<file path="src/rtl/pc_control_if.sv">
// pc_control bus: instruction/datapath inputs and next-PC/flag/halt outputs.
interface pc_control_if;
  logic [15:0] instr;
  logic        stall;
  logic [15:0] alu_out;
  logic        alu_ovfl;
  logic [15:0] br_target;
  logic [15:0] pc;
  logic [15:0] pc_inc;
  logic [2:0]  flags;
  logic        branch_taken;
  logic        hlt;

  modport master (
    output instr, stall, alu_out, alu_ovfl, br_target,
    input  pc, pc_inc, flags, branch_taken, hlt
  );

  modport slave (
    input  instr, stall, alu_out, alu_ovfl, br_target,
    output pc, pc_inc, flags, branch_taken, hlt
  );
endinterface

</file>
<file path="src/rtl/pc_control.sv">
// Next-PC, N/Z/V flag and halt unit for the single-cycle CPU.
// Owns the architectural PC; branches see flags from earlier instructions.
module pc_control #(
  parameter logic [15:0] RESET_PC = 16'h0000
) (
  input  logic clk,
  input  logic rst,
  pc_control_if.slave bus
);

  typedef enum logic {RUN, HALTED} state_t;

  state_t      state_q, state_d;
  logic [15:0] pc_q, pc_d;
  logic [2:0]  flags_q, flags_d;

  logic [3:0]  op;
  logic [15:0] pc_inc;
  logic [15:0] b_off;
  logic [15:0] next_pc;
  logic        n, z, v;
  logic        cond;
  logic        is_b, is_br, is_hlt;
  logic        arith, zonly;
  logic        run, go;

  assign op     = bus.instr[15:12];
  assign pc_inc = pc_q + 16'd2;
  assign b_off  = {{6{bus.instr[8]}}, bus.instr[8:0], 1'b0};
  assign n      = flags_q[2];
  assign z      = flags_q[1];
  assign v      = flags_q[0];

  assign is_b   = (op == 4'hC);
  assign is_br  = (op == 4'hD);
  assign is_hlt = (op == 4'hF);
  assign arith  = (op == 4'h0) || (op == 4'h1);
  assign zonly  = (op >= 4'h3) && (op <= 4'h6);

  assign run = (state_q == RUN);
  assign go  = run && !bus.stall;

  always_comb begin
    cond = 1'b0;
    unique case (bus.instr[11:9])
      3'd0: cond = !z;
      3'd1: cond = z;
      3'd2: cond = !z && !n;
      3'd3: cond = n;
      3'd4: cond = z || (!z && !n);
      3'd5: cond = n || z;
      3'd6: cond = v;
      3'd7: cond = 1'b1;
    endcase
  end

  always_comb begin
    next_pc = pc_inc;
    unique case (1'b1)
      is_b && cond:  next_pc = pc_inc + b_off;
      is_br && cond: next_pc = bus.br_target;
      default: ;
    endcase
  end

  always_comb begin
    state_d = state_q;
    pc_d    = pc_q;
    flags_d = flags_q;
    if (go) begin
      if (is_hlt) begin
        state_d = HALTED;
      end else begin
        pc_d = next_pc;
        unique case (1'b1)
          arith: flags_d = {bus.alu_out[15],
                            bus.alu_out == 16'd0,
                            bus.alu_ovfl};
          zonly: flags_d[1] = (bus.alu_out == 16'd0);
          default: ;
        endcase
      end
    end
  end

  always_ff @(posedge clk) begin
    if (rst) begin
      state_q <= RUN;
      pc_q    <= RESET_PC;
      flags_q <= 3'b000;
    end else begin
      state_q <= state_d;
      pc_q    <= pc_d;
      flags_q <= flags_d;
    end
  end

  assign bus.pc           = pc_q;
  assign bus.pc_inc       = pc_inc;
  assign bus.flags        = flags_q;
  assign bus.branch_taken = run && (is_b || is_br) && cond;
  assign bus.hlt          = (state_q == HALTED);

endmodule

</file>
<file path="src/flat_wrapper.sv">
// flat-port wrapper written by rule: the top's interface ports become plain ports
module pc_control_flat 
#(
  parameter logic [15:0] RESET_PC = 16'h0000
)
  (clk, rst, bus_instr, bus_stall, bus_alu_out, bus_alu_ovfl, bus_br_target, bus_pc, bus_pc_inc, bus_flags, bus_branch_taken, bus_hlt);
  pc_control_if bus_i ();
  input  logic clk;
  input  logic rst;
  input wire logic [$bits(bus_i.instr)-1:0] bus_instr;
  input wire logic [$bits(bus_i.stall)-1:0] bus_stall;
  input wire logic [$bits(bus_i.alu_out)-1:0] bus_alu_out;
  input wire logic [$bits(bus_i.alu_ovfl)-1:0] bus_alu_ovfl;
  input wire logic [$bits(bus_i.br_target)-1:0] bus_br_target;
  output wire logic [$bits(bus_i.pc)-1:0] bus_pc;
  output wire logic [$bits(bus_i.pc_inc)-1:0] bus_pc_inc;
  output wire logic [$bits(bus_i.flags)-1:0] bus_flags;
  output wire logic [$bits(bus_i.branch_taken)-1:0] bus_branch_taken;
  output wire logic [$bits(bus_i.hlt)-1:0] bus_hlt;
  assign bus_i.instr = bus_instr;
  assign bus_i.stall = bus_stall;
  assign bus_i.alu_out = bus_alu_out;
  assign bus_i.alu_ovfl = bus_alu_ovfl;
  assign bus_i.br_target = bus_br_target;
  assign bus_pc = bus_i.pc;
  assign bus_pc_inc = bus_i.pc_inc;
  assign bus_flags = bus_i.flags;
  assign bus_branch_taken = bus_i.branch_taken;
  assign bus_hlt = bus_i.hlt;
  pc_control #(.RESET_PC(RESET_PC)) u_core (.clk(clk), .rst(rst), .bus(bus_i));
endmodule
</file>
<file path="config.mk">
export PLATFORM = sky130hd
export DESIGN_NAME = pc_control_flat
export DESIGN_NICKNAME = d
export VERILOG_FILES = /design/src/rtl/pc_control_if.sv /design/src/rtl/pc_control.sv /design/src/flat_wrapper.sv
export SDC_FILE = /design/constraint.sdc
export NUM_CORES = 1
export LEC_CHECK = 0
export ABC_AREA = 1
export BUFFER_PORTS_ARGS = -buffer_cell sky130_fd_sc_hd__buf_2
export CORE_MARGIN = 2
export CORE_UTILIZATION = 54
export CTS_CLUSTER_SIZE = 8
export DETAILED_ROUTE_END_ITERATION = 16
export PLACE_DENSITY = 0.89
export REMOVE_ABC_BUFFERS = 1
export SYNTH_ARGS = -nofsm -noshare
export SYNTH_HDL_FRONTEND = slang
export SYNTH_SLANG_ARGS = --single-unit
</file>
<file path="constraint.sdc">
create_clock -name clk -period 5.46 [get_ports clk]
set_clock_uncertainty 0.05 [all_clocks]
set_input_delay 0 -clock clk [delete_from_list [all_inputs] [get_ports clk]]
set_output_delay 0 -clock clk [all_outputs]
set_load 0.005 [all_outputs]
</file>
# ---- Word level (Yosys, flattened, before mapping)
# Index checks and enable logic that the tools add are counted.
dict set report totals {
  latchBits 0
  ram_bits 0
  inputBits 52
  output_inout_bits 37
  wordCells 45
  ff_bits 20
  romBits 0
  memories 0
}
dict set report op_classes {
  n_mul 0
  n_eq_ne 11
  magnitude_cmp 2
  div_mod_pow 0
  reduce_logical 22
  bitwise_logic 2
  mux 2
  add_sub_neg 2
  n_shift 0
}
# op n
set ops {}
lappend ops {{16-bit case mux with 2 select lines} 1}
lappend ops {{16-bit adder} 1}
lappend ops {{16-bit by 2-bit adder with 16-bit output, second input constant} 1}
lappend ops {{16-bit logical NOT} 1}
lappend ops {{3-bit == test, second input constant} 4}
lappend ops {{4-bit == test, second input constant} 3}
lappend ops {{1-bit case mux with 8 select lines} 1}
lappend ops {{1-bit logical AND} 7}
lappend ops {{3-bit by 2-bit == test with 1-bit output, second input constant} 2}
lappend ops {{3-bit AND reduction} 2}
lappend ops {{4-bit by 1-bit == test with 1-bit output, second input constant} 1}
lappend ops {{4-bit by 2-bit >= comparator with 1-bit output, second input constant} 1}
lappend ops {{4-bit by 3-bit <= comparator with 1-bit output, second input constant} 1}
lappend ops {{4-bit logical NOT} 1}
lappend ops {{1-bit logical OR} 4}
lappend ops {{2-bit AND reduction} 2}
lappend ops {{3-bit by 1-bit == test with 1-bit output, second input constant} 1}
lappend ops {{1-bit logical NOT} 3}
lappend ops {{3-bit logical NOT} 1}
lappend ops {{1-bit inverter} 2}
lappend ops {{2-bit OR reduction} 1}

# ---- Longest topological paths before layout
dict set report depth {
  ltp_word 6
  ltp_mapped 20
  mapped_depth_nobuf 20
}

# ---- Worst setup path before layout
# No wires, ideal clock.
dict set report synth_path {
  path_kind {register -> register}
  start {reg u_core.pc_q[1], in the netlist u_core.bus.pc[1]}
  end {reg u_core.pc_q[15], in the netlist u_core.bus.pc[15]}
  period_less_slack_ns 2.381
  stages_incl_launch_ff 17
  t_arrival_ns 2.209
  required_ns 5.288
  path_slack_ns 3.079
  n_path_buf 0
  setup_ns 0.122
  path_cell_list {dfxtp_1 -> ha_1 -> inv_1 -> nor2_1 -> nand4_1 -> xnor2_1 -> ha_1 -> nand2_1 -> inv_1 -> nand2_1 -> nand2_1 -> nand2_1 -> nand3_1 -> nor2_1 -> nand3_1 -> nand3_1 -> a21oi_2}
}
dict set report synth_via {
  elab_chain_cells 3
}
# element line
set synth_rtl {}
lappend synth_rtl {{from (decl)} pc_control.sv:14} ;# logic [15:0] pc_q, pc_d;
lappend synth_rtl {{from (signal assigned)} pc_control.sv:93} ;# pc_q <= pc_d;
lappend synth_rtl {{16-bit by 2-bit adder with 16-bit output} pc_control.sv:28} ;# assign pc_inc = pc_q + 16'd2;
lappend synth_rtl {{net bus_pc_inc[9]} flat_wrapper.sv:16} ;# output wire logic [$bits(bus_i.pc_inc)-1:0] bus_pc_inc;
lappend synth_rtl {{16-bit adder} pc_control.sv:60} ;# is_b && cond: next_pc = pc_inc + b_off;
lappend synth_rtl {{16-bit case mux with 2 select lines} pc_control.sv:59} ;# unique case (1'b1)
# The timed path passes the listed nets, and every way through them passes these cells.
# A chain may end at the register's enable or synchronous reset.

# ---- Final worst setup path
dict set report layout_path {
  start {reg u_core.pc_q[1], in the netlist u_core.bus.pc[1]}
  end {reg u_core.pc_q[12], in the netlist u_core.bus.pc[12]}
}
dict set report layout_via {
  elab_chain_cells 3
}
# element line
set layout_rtl {}
lappend layout_rtl {{16-bit by 2-bit adder with 16-bit output *} pc_control.sv:28}
lappend layout_rtl {{16-bit adder} pc_control.sv:60}
lappend layout_rtl {{16-bit case mux with 2 select lines *} pc_control.sv:59}
# Every way passes the cells marked *; elsewhere a longest branch is shown, timed or not.

==> impl_metrics.toml <==
[cells_and_area]
seq_area_um2 = 400
finalNetCount = 576
syn2layout_area_growth_pct = 25.0
fin_cells = 556
multiInputGateArea_um2 = 1780
fillCellCount = 392
fin_util_pct = 69.5
final_layout_size_suffix_gt1_share_pct = 23.2
antennaDiodeCount = 0

[setup_path]
required_ns = 5.60
worst_setup_path_start_kind = "register"
criticalPathCategory = "register to register"
crit_arrival_ns = 3.07
rrSetupSlack_ns = 2.53
path_max_fanout = 7
end_kind = "register"

[timing]
period_minus_slack_ns = 2.93
tightest_slew_ns = 1.09
finalHoldViolations = 0
rsz0062_at_grt = "no"
finalSetupViolations = 0
post-route-period-util_pct = 53.6
maxSlewViolCount = 0
fin_setup_tns_ns = 0
maxSlewHeadroom_pct = 27.4
fmax_mhz = 342

[power]
power_density_nw_per_um2 = 173
ir_drop_uv = 141
p_leak_uw = 0.00164

[placement]
dpl.hpwl_um = 5880
io_buffers = 88
dp.cells = 544
gp_congestion = 0.965

[clocking]
worst_skew_pair.late_latency_ns = 0.26
cts_tree = "done"
clockRootBuffer = "clkbuf_8"
cts_setup_buffers = 0
clock_sinks = 20
numCtsBuffers = 3
htree_levels = 1
clock_path_buffers = 2
clkTransAtPathRegs_ns = 0.08

[min_path]
worst_hold_path_type = "primary input to register"

[outcome]
outcome = "finished, final reports clean"

[floorplanning]
core_area_um2 = 4320
die_area_um2 = 5000
die_x_um = 70.7
die_h_um = 70.7
ios = 89
initial_utilization_pct = 55.6
rows = 24

[detailed_routing]
post-route-drc-count = 0
dr.pass1.iters = 5
vias = 3039
ant_nets = 0
wl_um = 7490
via_per_inst = 5.47
drt_iter0_markers = 216
wl_per_cell_um = 13.5

[grt]
track_usage_pct = 29.8
grt_overflow = 0
first_global_vias = 2692
grt_first_pass_wirelength_um = 12300
antenna_found_initial = 0
grt_max_degree = 34

[synthesis]
synth_cell_type_count = 34
syn-instance-count = 411
synthesis.area_um2 = 2400
avgSynthCellArea_um2 = 5.85
yosysWarnings = 0
synth_seq_cells = 20
ys_seq_area_share_pct = 16.6

[job]
cap_violations = 0
layout make-up:
| type | count | area share (%) |
|---|---|---|
| multi-input cells | 335 | 59.2 |
| clock buffers | 4 | 1.83 |
| well taps | 52 | 2.16 |
| inverters | 49 | 6.12 |
| repair buffers | 96 | 17.3 |
| flip-flops and latches | 20 | 13.3 |
per-stage QoR:
stage | cell area (um^2) | hold WS [ns] | power [uW] | setup WS (ns)
after global routing | 3010 | 0.0284 | 556 | 2.26
final | 3010 | 0.00521 | 519 | 2.53
after global placement | 2870 | 0.160 | 391 | 2.69
after floorplan | 2360 | 0.0191 | 316 | 3.08
after detailed placement | 2870 | 0.166 | 397 | 2.63
after CTS | 3010 | 0.00136 | 516 | 2.61
worst max-delay path: stages (launching register included):
cell	delay (ns)
dfxtp_1	0.45
ha_1	0.26
inv_1	0.07
nor2_1	0.17
nand4_1	0.14
xnor2_1	0.34
ha_1	0.33
inv_1	0.10
o21bai_1	0.09
a21boi_0	0.25
nand3_1	0.19
nand2_1	0.09
nand2_1	0.05
nor2_1	0.11
nor2_1	0.06
nor2_1	0.10
layer usage:
metal	wire length [um]	global-route usage (%)	vias to the layer above	part of all wire, %
met1	3240	40.8	1341	43
met4	171	6.92	0	2.3
met2	3440	48.6	153	46
met3	629	6.13	14	8.4
met5	0	0	-	0
li1	-	-	1531	-
flip-flops by register name, summed over array words and instances, names as in the netlist:
| signal | flops |
|---|---|
| u_core.bus.pc | 16 |
| u_core.bus.hlt | 1 |
| u_core.bus.flags | 3 |
synth_stat cells:
cell type | instances | area [um^2]
a21oi_2 | 1 | 8.76
o211ai_1 | 1 | 7.51
nor3_2 | 3 | 30.0
o21bai_2 | 1 | 11.3
o21ai_0 | 29 | 145
nor4_1 | 4 | 25.0
clkbuf_1 | 2 | 7.51
nand3b_1 | 2 | 15.0
buf_2 | 2 | 10.0
nand2_2 | 7 | 43.8
nand3_1 | 44 | 220
nand2_4 | 1 | 11.3
nor2_4 | 2 | 22.5
ha_1 | 18 | 225
o21ai_1 | 1 | 5.00
a21oi_1 | 23 | 115
o21ai_2 | 1 | 8.76
inv_1 | 46 | 173
xor2_1 | 4 | 35.0
fa_1 | 1 | 20.0
a21boi_0 | 1 | 7.51
xor2_2 | 1 | 16.3
nand2_1 | 105 | 394
nor2_2 | 3 | 18.8
nor2_1 | 58 | 218
nor3_4 | 1 | 16.3
o21bai_1 | 3 | 22.5
buf_4 | 3 | 22.5
xnor2_1 | 7 | 61.3
or2_2 | 1 | 6.26
inv_2 | 3 | 11.3
nand4_1 | 8 | 50.1
dfxtp_1 | 20 | 400
nor3_1 | 4 | 20.0
final timing paths:
path / startpoint / endpoint / depth (start not counted)
max: u_core.bus.pc[1] / u_core.bus.pc[12] / 15
min: bus_br_target[4] / u_core.bus.pc[4] / 5
max reg2reg: u_core.bus.pc[1] / u_core.bus.pc[12] / 15
min reg2reg: u_core.bus.flags[2] / u_core.bus.flags[2] / 2
cells in the final DEF, fill, tap and decap left out, drive strengths merged:
| master | count |
|---|---|
| nor3 | 8 |
| nand2 | 113 |
| xor2 | 5 |
| nor2 | 63 |
| nor4 | 4 |
| ha | 18 |
| a21oi | 24 |
| or2 | 1 |
| o21bai | 4 |
| clkbuf | 4 |
| buf | 88 |
| o211ai | 1 |
| dlygate4sd3 | 8 |
| nand4 | 8 |
| fa | 1 |
| inv | 49 |
| nand3b | 2 |
| xnor2 | 7 |
| o21ai | 31 |
| a21boi | 1 |
| nand3 | 44 |
| dfxtp | 20 |
report_power, final:
part / internal (uW) / switching [uW]
logic: 93.6 / 138
registers: 156 / 15.7
clock network: 64.3 / 51.7
total: 314 / 205
timing repair:
item,4_1_cts,5_1_grt
hold buffers,8,0
resized for setup,0,0
endpoints found under the hold margin,8,0
cell families (layout without fill, tap and decap cells):
| family | Yosys count | in the layout | synth area share, % |
|---|---|---|---|
| xor gates and xnor gates | 12 | 12 | 4.68 |
| DFF | 20 | 20 | 16.6 |
| AOI/OAI and AO/OA | 61 | 61 | 13.8 |
| and+or+nand+nor | 243 | 243 | 45.4 |
| adders and majority gates | 19 | 19 | 10.2 |
| buffers and inverters | 56 | 149 | 9.31 |
No activity file was read; power rests on OpenSTA's default activity.
